`src/rtl/rob_pkg.sv`:
```
// Shared constants and types for the reorder buffer: default geometry,
// tag-width helper and the per-entry record layout.
package rob_pkg;

    localparam int ROB_DEPTH     = 16;
    localparam int ROB_XLEN      = 32;
    localparam int ROB_RIDX_W    = 5;
    localparam int ROB_CDB_PORTS = 2;

    function automatic int tag_w(input int depth);
        return (depth <= 1) ? 1 : $clog2(depth);
    endfunction

    localparam int ROB_TAG_W = tag_w(ROB_DEPTH);

    typedef struct packed {
        logic                  busy;
        logic                  done;
        logic [ROB_RIDX_W-1:0] rd;
        logic [ROB_XLEN-1:0]   val;
    } rob_entry_t;

endpackage

```
`src/rtl/reorder_buf_if.sv`:
```
// Decode/CDB/commit bundle of the reorder buffer; master = decode/execute side,
// slave = the buffer itself.
// Handshake: an allocation is taken on a rising clk edge where alloc_valid and
// alloc_ready are both high; alloc_ready never depends on alloc_valid.
interface reorder_buf_if
    import rob_pkg::*;
#(
    parameter int DEPTH     = ROB_DEPTH,
    parameter int XLEN      = ROB_XLEN,
    parameter int RIDX_W    = ROB_RIDX_W,
    parameter int CDB_PORTS = ROB_CDB_PORTS
);
    localparam int TAG_W = tag_w(DEPTH);

    logic                       alloc_valid;
    logic [RIDX_W-1:0]          alloc_rd;
    logic                       alloc_done;
    logic [XLEN-1:0]            alloc_val;
    logic                       alloc_ready;
    logic [TAG_W-1:0]           alloc_tag;
    logic [CDB_PORTS-1:0]       cdb_valid;
    logic [CDB_PORTS*TAG_W-1:0] cdb_tag;
    logic [CDB_PORTS*XLEN-1:0]  cdb_val;
    logic [TAG_W-1:0]           qry_tag;
    logic                       qry_ready;
    logic [XLEN-1:0]            qry_val;
    logic                       commit_valid;
    logic [RIDX_W-1:0]          commit_rd;
    logic [XLEN-1:0]            commit_val;
    logic [TAG_W-1:0]           commit_tag;

    modport master (
        output alloc_valid, alloc_rd, alloc_done, alloc_val,
        output cdb_valid, cdb_tag, cdb_val, qry_tag,
        input  alloc_ready, alloc_tag, qry_ready, qry_val,
        input  commit_valid, commit_rd, commit_val, commit_tag
    );

    modport slave (
        input  alloc_valid, alloc_rd, alloc_done, alloc_val,
        input  cdb_valid, cdb_tag, cdb_val, qry_tag,
        output alloc_ready, alloc_tag, qry_ready, qry_val,
        output commit_valid, commit_rd, commit_val, commit_tag
    );

endinterface

```
`src/rtl/rob_cdb_sel.sv`:
```
// Priority select across CDB ports for one tag: reports whether any valid
// port targets match_tag and returns the value of the highest such port.
module rob_cdb_sel #(
    parameter int TAG_W     = 4,
    parameter int XLEN      = 32,
    parameter int CDB_PORTS = 2
) (
    input  logic [TAG_W-1:0]           match_tag,
    input  logic [CDB_PORTS-1:0]       cdb_valid,
    input  logic [CDB_PORTS*TAG_W-1:0] cdb_tag,
    input  logic [CDB_PORTS*XLEN-1:0]  cdb_val,
    output logic                       hit,
    output logic [XLEN-1:0]            val
);

    // Ascending scan: later (higher-numbered) ports overwrite earlier ones.
    always_comb begin
        hit = 1'b0;
        val = '0;
        for (int p = 0; p < CDB_PORTS; p++) begin
            if (cdb_valid[p] && (cdb_tag[p*TAG_W +: TAG_W] == match_tag)) begin
                hit = 1'b1;
                val = cdb_val[p*XLEN +: XLEN];
            end
        end
    end

endmodule

```
`src/rtl/reorder_buf.sv`:
```
// In-order retire reorder buffer with multi-port CDB write-back and flush.
// Optional macro REORDER_BUF_QRY_BYPASS_EN forwards same-cycle CDB data to the operand query.
module reorder_buf
    import rob_pkg::*;
#(
    parameter int DEPTH     = ROB_DEPTH,
    parameter int XLEN      = ROB_XLEN,
    parameter int RIDX_W    = ROB_RIDX_W,
    parameter int CDB_PORTS = ROB_CDB_PORTS
) (
    input  logic                    clk,
    input  logic                    rst,
    input  logic                    rdy,
    input  logic                    flush,
    output logic                    full,
    output logic                    empty,
    output logic [tag_w(DEPTH)-1:0] dbg_head,
    output logic [tag_w(DEPTH)-1:0] dbg_tail,
    output logic [tag_w(DEPTH):0]   dbg_count,
    reorder_buf_if.slave            rob
);

    localparam int TAG_W = tag_w(DEPTH);
    localparam int CNT_W = TAG_W + 1;

    logic [DEPTH-1:0]  busy_q, busy_d, done_q, done_d;
    logic [RIDX_W-1:0] rd_q   [DEPTH];
    logic [RIDX_W-1:0] rd_d   [DEPTH];
    logic [XLEN-1:0]   val_q  [DEPTH];
    logic [XLEN-1:0]   val_d  [DEPTH];
    logic [TAG_W-1:0]  head_q, head_d, tail_q, tail_d;
    logic [CNT_W-1:0]  count_q, count_d;
    logic              commit_valid_q, commit_valid_d;
    logic [RIDX_W-1:0] commit_rd_q, commit_rd_d;
    logic [XLEN-1:0]   commit_val_q, commit_val_d;
    logic [TAG_W-1:0]  commit_tag_q, commit_tag_d;

    logic [DEPTH-1:0]  cdb_hit;
    logic [XLEN-1:0]   cdb_hit_val [DEPTH];
    logic              do_alloc, do_commit;

    for (genvar i = 0; i < DEPTH; i++) begin : g_sel
        rob_cdb_sel #(.TAG_W(TAG_W), .XLEN(XLEN), .CDB_PORTS(CDB_PORTS)) u_sel (
            .match_tag (TAG_W'(i)),
            .cdb_valid (rob.cdb_valid),
            .cdb_tag   (rob.cdb_tag),
            .cdb_val   (rob.cdb_val),
            .hit       (cdb_hit[i]),
            .val       (cdb_hit_val[i])
        );
    end

    assign full      = (count_q == CNT_W'(DEPTH));
    assign empty     = (count_q == '0);
    assign dbg_head  = head_q;
    assign dbg_tail  = tail_q;
    assign dbg_count = count_q;

    // Registered full gates allocation, so a same-cycle retire never frees a slot early.
    assign rob.alloc_ready = !full;
    assign rob.alloc_tag   = tail_q;
    assign do_alloc  = rdy && !flush && rob.alloc_valid && !full;
    assign do_commit = rdy && !flush && !empty && done_q[head_q];

    assign rob.commit_valid = commit_valid_q;
    assign rob.commit_rd    = commit_rd_q;
    assign rob.commit_val   = commit_val_q;
    assign rob.commit_tag   = commit_tag_q;

`ifdef REORDER_BUF_QRY_BYPASS_EN
    logic            byp_hit;
    logic [XLEN-1:0] byp_val;

    rob_cdb_sel #(.TAG_W(TAG_W), .XLEN(XLEN), .CDB_PORTS(CDB_PORTS)) u_qry_sel (
        .match_tag (rob.qry_tag),
        .cdb_valid (rob.cdb_valid),
        .cdb_tag   (rob.cdb_tag),
        .cdb_val   (rob.cdb_val),
        .hit       (byp_hit),
        .val       (byp_val)
    );

    assign rob.qry_ready = byp_hit || (busy_q[rob.qry_tag] && done_q[rob.qry_tag]);
    assign rob.qry_val   = byp_hit ? byp_val : val_q[rob.qry_tag];
`else
    assign rob.qry_ready = busy_q[rob.qry_tag] && done_q[rob.qry_tag];
    assign rob.qry_val   = val_q[rob.qry_tag];
`endif

    always_comb begin
        busy_d         = busy_q;
        done_d         = done_q;
        rd_d           = rd_q;
        val_d          = val_q;
        head_d         = head_q;
        tail_d         = tail_q;
        count_d        = count_q;
        commit_valid_d = 1'b0;
        commit_rd_d    = commit_rd_q;
        commit_val_d   = commit_val_q;
        commit_tag_d   = commit_tag_q;
        if (rdy && flush) begin
            busy_d  = '0;
            done_d  = '0;
            head_d  = '0;
            tail_d  = '0;
            count_d = '0;
        end else if (rdy) begin
            // A write to the slot being reallocated this cycle belongs to a stale producer.
            for (int i = 0; i < DEPTH; i++) begin
                if (cdb_hit[i] && busy_q[i] && !(do_alloc && (tail_q == TAG_W'(i)))) begin
                    done_d[i] = 1'b1;
                    val_d[i]  = cdb_hit_val[i];
                end
            end
            if (do_alloc) begin
                busy_d[tail_q] = 1'b1;
                done_d[tail_q] = rob.alloc_done;
                rd_d[tail_q]   = rob.alloc_rd;
                val_d[tail_q]  = rob.alloc_val;
                tail_d         = tail_q + 1'b1;
            end
            if (do_commit) begin
                commit_valid_d = 1'b1;
                commit_rd_d    = rd_q[head_q];
                commit_val_d   = val_q[head_q];
                commit_tag_d   = head_q;
                busy_d[head_q] = 1'b0;
                done_d[head_q] = 1'b0;
                head_d         = head_q + 1'b1;
            end
            case ({do_alloc, do_commit})
                2'b10:   count_d = count_q + 1'b1;
                2'b01:   count_d = count_q - 1'b1;
                default: count_d = count_q;
            endcase
        end
    end

    always_ff @(posedge clk or negedge rst) begin
        if (!rst) begin
            busy_q         <= '0;
            done_q         <= '0;
            for (int i = 0; i < DEPTH; i++) begin
                rd_q[i]  <= '0;
                val_q[i] <= '0;
            end
            head_q         <= '0;
            tail_q         <= '0;
            count_q        <= '0;
            commit_valid_q <= 1'b0;
            commit_rd_q    <= '0;
            commit_val_q   <= '0;
            commit_tag_q   <= '0;
        end else begin
            busy_q         <= busy_d;
            done_q         <= done_d;
            rd_q           <= rd_d;
            val_q          <= val_d;
            head_q         <= head_d;
            tail_q         <= tail_d;
            count_q        <= count_d;
            commit_valid_q <= commit_valid_d;
            commit_rd_q    <= commit_rd_d;
            commit_val_q   <= commit_val_d;
            commit_tag_q   <= commit_tag_d;
        end
    end

endmodule

```
`src/flat_wrapper.sv`:
```
// flat-port wrapper written by rule: the top's interface ports become plain ports
module reorder_buf_flat import rob_pkg::*;
#(
    parameter int DEPTH     = ROB_DEPTH,
    parameter int XLEN      = ROB_XLEN,
    parameter int RIDX_W    = ROB_RIDX_W,
    parameter int CDB_PORTS = ROB_CDB_PORTS
)
  (clk, rst, rdy, flush, full, empty, dbg_head, dbg_tail, dbg_count, rob_alloc_valid, rob_alloc_rd, rob_alloc_done, rob_alloc_val, rob_cdb_valid, rob_cdb_tag, rob_cdb_val, rob_qry_tag, rob_alloc_ready, rob_alloc_tag, rob_qry_ready, rob_qry_val, rob_commit_valid, rob_commit_rd, rob_commit_val, rob_commit_tag);
  reorder_buf_if #(.DEPTH(DEPTH), .XLEN(XLEN), .RIDX_W(RIDX_W), .CDB_PORTS(CDB_PORTS)) rob_i ();
  input  logic clk;
  input  logic rst;
  input  logic rdy;
  input  logic flush;
  output logic full;
  output logic empty;
  output logic [tag_w(DEPTH)-1:0] dbg_head;
  output logic [tag_w(DEPTH)-1:0] dbg_tail;
  output logic [tag_w(DEPTH):0] dbg_count;
  input wire logic [$bits(rob_i.alloc_valid)-1:0] rob_alloc_valid;
  input wire logic [$bits(rob_i.alloc_rd)-1:0] rob_alloc_rd;
  input wire logic [$bits(rob_i.alloc_done)-1:0] rob_alloc_done;
  input wire logic [$bits(rob_i.alloc_val)-1:0] rob_alloc_val;
  input wire logic [$bits(rob_i.cdb_valid)-1:0] rob_cdb_valid;
  input wire logic [$bits(rob_i.cdb_tag)-1:0] rob_cdb_tag;
  input wire logic [$bits(rob_i.cdb_val)-1:0] rob_cdb_val;
  input wire logic [$bits(rob_i.qry_tag)-1:0] rob_qry_tag;
  output wire logic [$bits(rob_i.alloc_ready)-1:0] rob_alloc_ready;
  output wire logic [$bits(rob_i.alloc_tag)-1:0] rob_alloc_tag;
  output wire logic [$bits(rob_i.qry_ready)-1:0] rob_qry_ready;
  output wire logic [$bits(rob_i.qry_val)-1:0] rob_qry_val;
  output wire logic [$bits(rob_i.commit_valid)-1:0] rob_commit_valid;
  output wire logic [$bits(rob_i.commit_rd)-1:0] rob_commit_rd;
  output wire logic [$bits(rob_i.commit_val)-1:0] rob_commit_val;
  output wire logic [$bits(rob_i.commit_tag)-1:0] rob_commit_tag;
  assign rob_i.alloc_valid = rob_alloc_valid;
  assign rob_i.alloc_rd = rob_alloc_rd;
  assign rob_i.alloc_done = rob_alloc_done;
  assign rob_i.alloc_val = rob_alloc_val;
  assign rob_i.cdb_valid = rob_cdb_valid;
  assign rob_i.cdb_tag = rob_cdb_tag;
  assign rob_i.cdb_val = rob_cdb_val;
  assign rob_i.qry_tag = rob_qry_tag;
  assign rob_alloc_ready = rob_i.alloc_ready;
  assign rob_alloc_tag = rob_i.alloc_tag;
  assign rob_qry_ready = rob_i.qry_ready;
  assign rob_qry_val = rob_i.qry_val;
  assign rob_commit_valid = rob_i.commit_valid;
  assign rob_commit_rd = rob_i.commit_rd;
  assign rob_commit_val = rob_i.commit_val;
  assign rob_commit_tag = rob_i.commit_tag;
  reorder_buf #(.DEPTH(DEPTH), .XLEN(XLEN), .RIDX_W(RIDX_W), .CDB_PORTS(CDB_PORTS)) u_core (.clk(clk), .rst(rst), .rdy(rdy), .flush(flush), .full(full), .empty(empty), .dbg_head(dbg_head), .dbg_tail(dbg_tail), .dbg_count(dbg_count), .rob(rob_i));
endmodule
```
`config.mk`:
```
export PLATFORM = sky130hd
export DESIGN_NAME = reorder_buf_flat
export DESIGN_NICKNAME = d
export VERILOG_FILES = /design/src/rtl/rob_pkg.sv /design/src/rtl/reorder_buf_if.sv /design/src/rtl/rob_cdb_sel.sv /design/src/rtl/reorder_buf.sv /design/src/flat_wrapper.sv
export SDC_FILE = /design/constraint.sdc
export NUM_CORES = 2
export LEC_CHECK = 0
export ABC_AREA = 0
export CAP_MARGIN = 40
export CORE_MARGIN = 2
export CORE_UTILIZATION = 40
export DETAILED_ROUTE_END_ITERATION = 12
export HOLD_SLACK_MARGIN = 0.05
export PLACE_DENSITY = 0.67
export SLEW_MARGIN = 20
export SYNTH_ARGS = -nofsm -noshare
export SYNTH_HDL_FRONTEND = slang
export SYNTH_SLANG_ARGS = --single-unit
```
`constraint.sdc`:
```
create_clock -name clk -period 6.8 [get_ports clk]
set_input_delay 1.36 -clock clk [delete_from_list [all_inputs] [get_ports clk]]
set_output_delay 1.36 -clock clk [all_outputs]
set_load 0.1 [all_outputs]
```
# Yosys cells after proc, flatten, opt, wreduce, memory -nomap -nowiden
# Index checks and enable logic that the tools add are counted.
# W data, S select, Z words.
# totals
regBits	679
in_bits	121
out_inout_bits	95
word_cells	444
# classes
addsub	4
n_lt_le_gt_ge	9
eq_ne	48
n_mux	211
n_bitwise	8
reduce_logical	123
# ops
cell	count
$mux W32	85
$bwmux W512	1
$mux W512	1
$bmux W32 S4	2
$mux W16	12
$demux W32 S4	1
$eq A4 B4 Y1 const B	24
$logic_and A1 B1 Y1	90
$mux W1	88
$bwmux W80	1
$eq A4 B3 Y1 const B	12
$and A16 B16 Y16	2
$mux W5	5
$eq A4 B2 Y1 const B	6
$mux W4	6
$bmux W5 S4	1
$demux W5 S4	1
$logic_not A1 Y1	19
$bwmux W16	1
$not A16 Y16	1
$or A16 B16 Y16	1
$ge A5 B5 Y1 const B	3
$lt A4 B5 Y1 const B	3
$not A4 Y5	3
19 further kinds	34

# Depth between registers and ports, before layout
# logic_depth
depth_word	18
ltp_mapped	16
mapped_depth_nobuf	13

# By module
# Synthesis repeated with hierarchy kept, for this count alone.
# hier_totals
hier_cells	5577
area_unflattened_um2	52629.2
# by_module_without_submodules
module	n_inst	cells_each	area_per_inst_um2	seq_area_each_um2
reorder_buf	1	3577	37694.9	16991.3
rob_cdb_sel	16	125	933.4	0.0

# Worst setup path before layout
# No wires, ideal clock.
# synth_path
path_type	input port to output port
start	in rob_qry_tag[0]
end	out rob_qry_ready
arrival_ns	4.297
required_ns	5.440
setup_slack_ns	1.143
stages	6
path_buffers	3
path_cell_list	clkbuf_1 > buf_2 > clkbuf_1 > a31oi_1 > mux4_2 > a21oi_1
# synth_between
elab_chain_cells	3
word_cells_on_any_way	5
cone_classes	4 x mux; 1 x reduce/logical
# synth_lines
item	line_no	text
from (decl)	flat_wrapper.sv:27	input wire logic [$bits(rob_i.qry_tag)-1:0] rob_qry_tag;
$bmux W1 S4	reorder_buf.sv:86	assign rob.qry_ready = busy_q[rob.qry_tag] && done_q[rob.qry_tag];
$mux W1 (implied by the code)	reorder_buf.sv:86	
$logic_and A1 B1 Y1 (*)	reorder_buf.sv:86	
to (decl)	flat_wrapper.sv:30	output wire logic [$bits(rob_i.qry_ready)-1:0] rob_qry_ready;
# Every way passes the cells marked *; elsewhere a longest branch is shown, timed or not. The select of a mux whose other input is x is not followed.

# Worst setup path in the final report
# layout_path
start	in rob_qry_tag[0]
end	out rob_qry_val[15]
# layout_between
elab_chain_cells	4
# layout_lines
item	line_no	text
$not A4 Y5 (implied by the code)	reorder_buf.sv:87	assign rob.qry_val = val_q[rob.qry_tag];
$bmux W32 S4	reorder_buf.sv:87	
$mux W32 (implied by the code) (2 in series)	reorder_buf.sv:87	
to (decl)	flat_wrapper.sv:31	output wire logic [$bits(rob_i.qry_val)-1:0] rob_qry_val;
# Every way passes these cells. The select of a mux whose other input is x is not followed.

==> reports/qor.yml <==
fin_nets: 4173
setup_viol: 0
period_needed_ps: 5370
crit_path_start_kind: "input port"
seq_power_share_pct: 39.9
finalSetupTns_ps: 0
die_x_um: 341
rsz0062_at_grt: "false"
clkPwrFrac_pct: 39.6
drc: 0
layout-drive-gt1-share_pct: 22.3
avgSynthCellArea_um2: 11.1
worst_pin_slew_ps: 984
synth-edff-count: 0
synth_common_cells: "dfrtp_1 (679), mux2i_1 (490), nand2_1 (462)"
ir_drop_mv: 0.210
die_area_um2: 116000
worstPathArrival_ps: 4010
synth_cell_types: 67
yosys_warnings: 0
synth_cells: 4068
p_leak_nw: 21.8
vias_per_cell: 7.11
p_per_area_nw_per_um2: 216
post-synth-top-count-cell: "dfrtp_1"
start_util_pct: 40.3
synth.area.top_cells: "dfrtp_1 (37%), mux4_2 (17%), mux2i_1 (11%), a22o_1 (8.2%), o21ai_0 (3.8%)"
grt_usage_pct: 32.3
hold_path.class: "flop to flop"
swShare_pct: 30.5
io_pins: 216
path_class: "input port to primary output"
critPathLaunch: "rob_qry_tag[0]"
wirelength_um: 191000
synth_top_cell_by_area: "dfrtp_1"
grt_max_degree: 226
numPortBuffers: 215
p_sw_mw: 3.49
clkTransAtPathRegs_ps: 60
clock_skew_ps: 20.0
dr.pass1.iters: 7
drt-initial-drc-count: 5829
cts_made_buffers: 77
final_hold_viol_count: 0
place.gp.congestion: 0.880
p_comb_share_pct: 20.5
clock_latency_ps: 670
syn_to_final_growth_pct: 17.1
final_util_pct: 47.2
postSynth.asyncResetShare_pct: 100
max_cap_viol_count: 0
fmax_mhz: 186
cts_resized: 0
core_area_um2: 112000
syn-cell-area_um2: 45300
yosysSeqAreaShare_pct: 37.5
tritoncts: "done"
place_hpwl_um: 108000
grt_pass1_wl_um: 277000
cp_max_fo: 74
run_status: "complete, no violations"
routedWlPerCell_um: 34.0
ys.flop_type: "dfrtp_1"
reg2reg_from: "u_core.dbg_head[1]"
post_cts_buffers: 0
fp.dieH_um: 341
crit_path_end_kind: "primary output"
antenna_left: 0
cts-htree-levels: 3
synth_seq_cells: 679
root_buffer: "clkbuf_16"
rows: 123
hold_buffers: 0
maxSlewViolCount: 0
grt_pass1_vias: 39386
synthesis.nets: 4201
period_share_pct: 79.0
cts.sinks: 679
slew_headroom_pct: 34.4
hp-start: "u_core.rd_q[26]"
yosys.area.top_type_share_pct: 37.5
p_int_mw: 7.97
grt_overflow: 0
antenna_found_initial: 21
clockBufferDepth: 3
vias: 39972
worst_ep_required_time_ps: 5440
state kept, by name, indices dropped and copies added, names as in the netlist:
register / cells
u_core.val_q: 512
u_core.dbg_head: 4
u_core.rob.commit_tag: 4
u_core.rob.commit_rd: 5
u_core.dbg_count: 5
u_core.done_q: 16
u_core.rob.commit_val: 32
u_core.dbg_tail: 4
u_core.rd_q: 80
u_core.busy_q: 16
u_core.rob.commit_valid: 1
path summary, 6_finish.rpt:
path	end	slack, ps	cells after the start
max	rob_qry_val[15]	1430	5
min	u_core.rd_q[26]	480	2
max reg2reg	u_core.dbg_count[4]	2270	12
min reg2reg	u_core.rd_q[26]	480	2
max in group asynchronous	u_core.val_q[368]	4730	2
min in group asynchronous	u_core.rd_q[29]	700	1
per-stage QoR:
step	hold slack, ps	area [um2]	setup slack [ps]	power [mW]	instances
floorplan	440	45300	1140	6.03	4068
global placement	453	48300	1210	6.73	5358
detailed placement	461	50100	1380	6.93	5450
CTS	476	52700	1380	11.4	5591
global route	492	53000	1270	11.8	5611
finish	479	53100	1430	11.5	5618
power by group through the flow:
| stage | combinational (mW) | clock (mW) | sequential, mW |
|---|---|---|---|
| after floorplan | 1.35 | 0 | 4.68 |
| after global placement | 2.11 | 0 | 4.62 |
| after detailed placement | 2.31 | 0 | 4.62 |
| after CTS | 2.31 | 4.55 | 4.56 |
| after global routing | 2.46 | 4.70 | 4.59 |
| final | 2.35 | 4.54 | 4.57 |
placed cells by master, fill, tap and decap left out, types with 10 or more instances in the layout:
cell type        synthesis  final
buf_8                    0     61
ha_1                    12     12
clkinv_2                 1     16
nand2_1                462    455
nand2b_1                13     10
mux2i_1                490    490
a31oi_1                 74     74
mux2_2                 123    123
nand3b_1                17     17
o31ai_1                 14     14
diode_2                  0     16
inv_1                   15     14
o2bb2ai_1              102    102
a21o_1                  20     20
buf_4                   11    126
clkbuf_8                 0     17
nor2_1                 100     90
o21a_1                  13     10
a22o_1                 424    424
clkbuf_16                0     78
clkbuf_1               380     14
o22a_1                  67     67
buf_16                   0     35
buf_12                   0     15
o22ai_1                 44     44
dfrtp_1                679    676
a21oi_1                 19     17
nor2_4                   1     12
mux4_2                 349    349
a2bb2oi_1               35     35
clkdlybuf4s50_1          0    190
o21ai_0                347    347
routing by layer:
layer | track usage (%) | vias up | share of wire, %
li1 | - | 15592 | -
met1 | 41.3 | 20081 | 36
met2 | 46.6 | 3425 | 43
met3 | 10.7 | 860 | 14
met4 | 21.5 | 14 | 7.2
met5 | 0 | - | 0.061
worst max-delay path, stage by stage:
cell and delay [ps]:
buf_8 570, buf_12 470, mux4_2 590, mux4_2 520, buf_4 260
cell type report:
type                            count  area [um2]
Fill cell                        9924       59400
Multi-Input combinational cell   2836       26400
Sequential cell                   679       17000
Timing Repair Buffer              429        5040
Clock buffer                      109        2240
Tap cell                         1500        1880
Clock inverter                     32         420
Inverter                           17        67.6
Antenna cell                       16        40.0
logic make-up (layout without fill, tap and decap cells):
family                   count (synthesis)  in the layout  share of synthesized area (%)
AO/OA/AOI/OAI                         1206           1206                           19.9
multiplexers                           963            963                           31.3
flip-flops                             679            679                           37.5
AND/OR/NAND/NOR                        652            652                           6.00
buffers and inverters                  553            587                           5.00
adder cells (fa/ha/maj)                 12             12                          0.331
XOR/XNOR                                 3              3                         0.0580
other                                    0             16                              0
No activity file was read; power rests on OpenSTA's default activity.
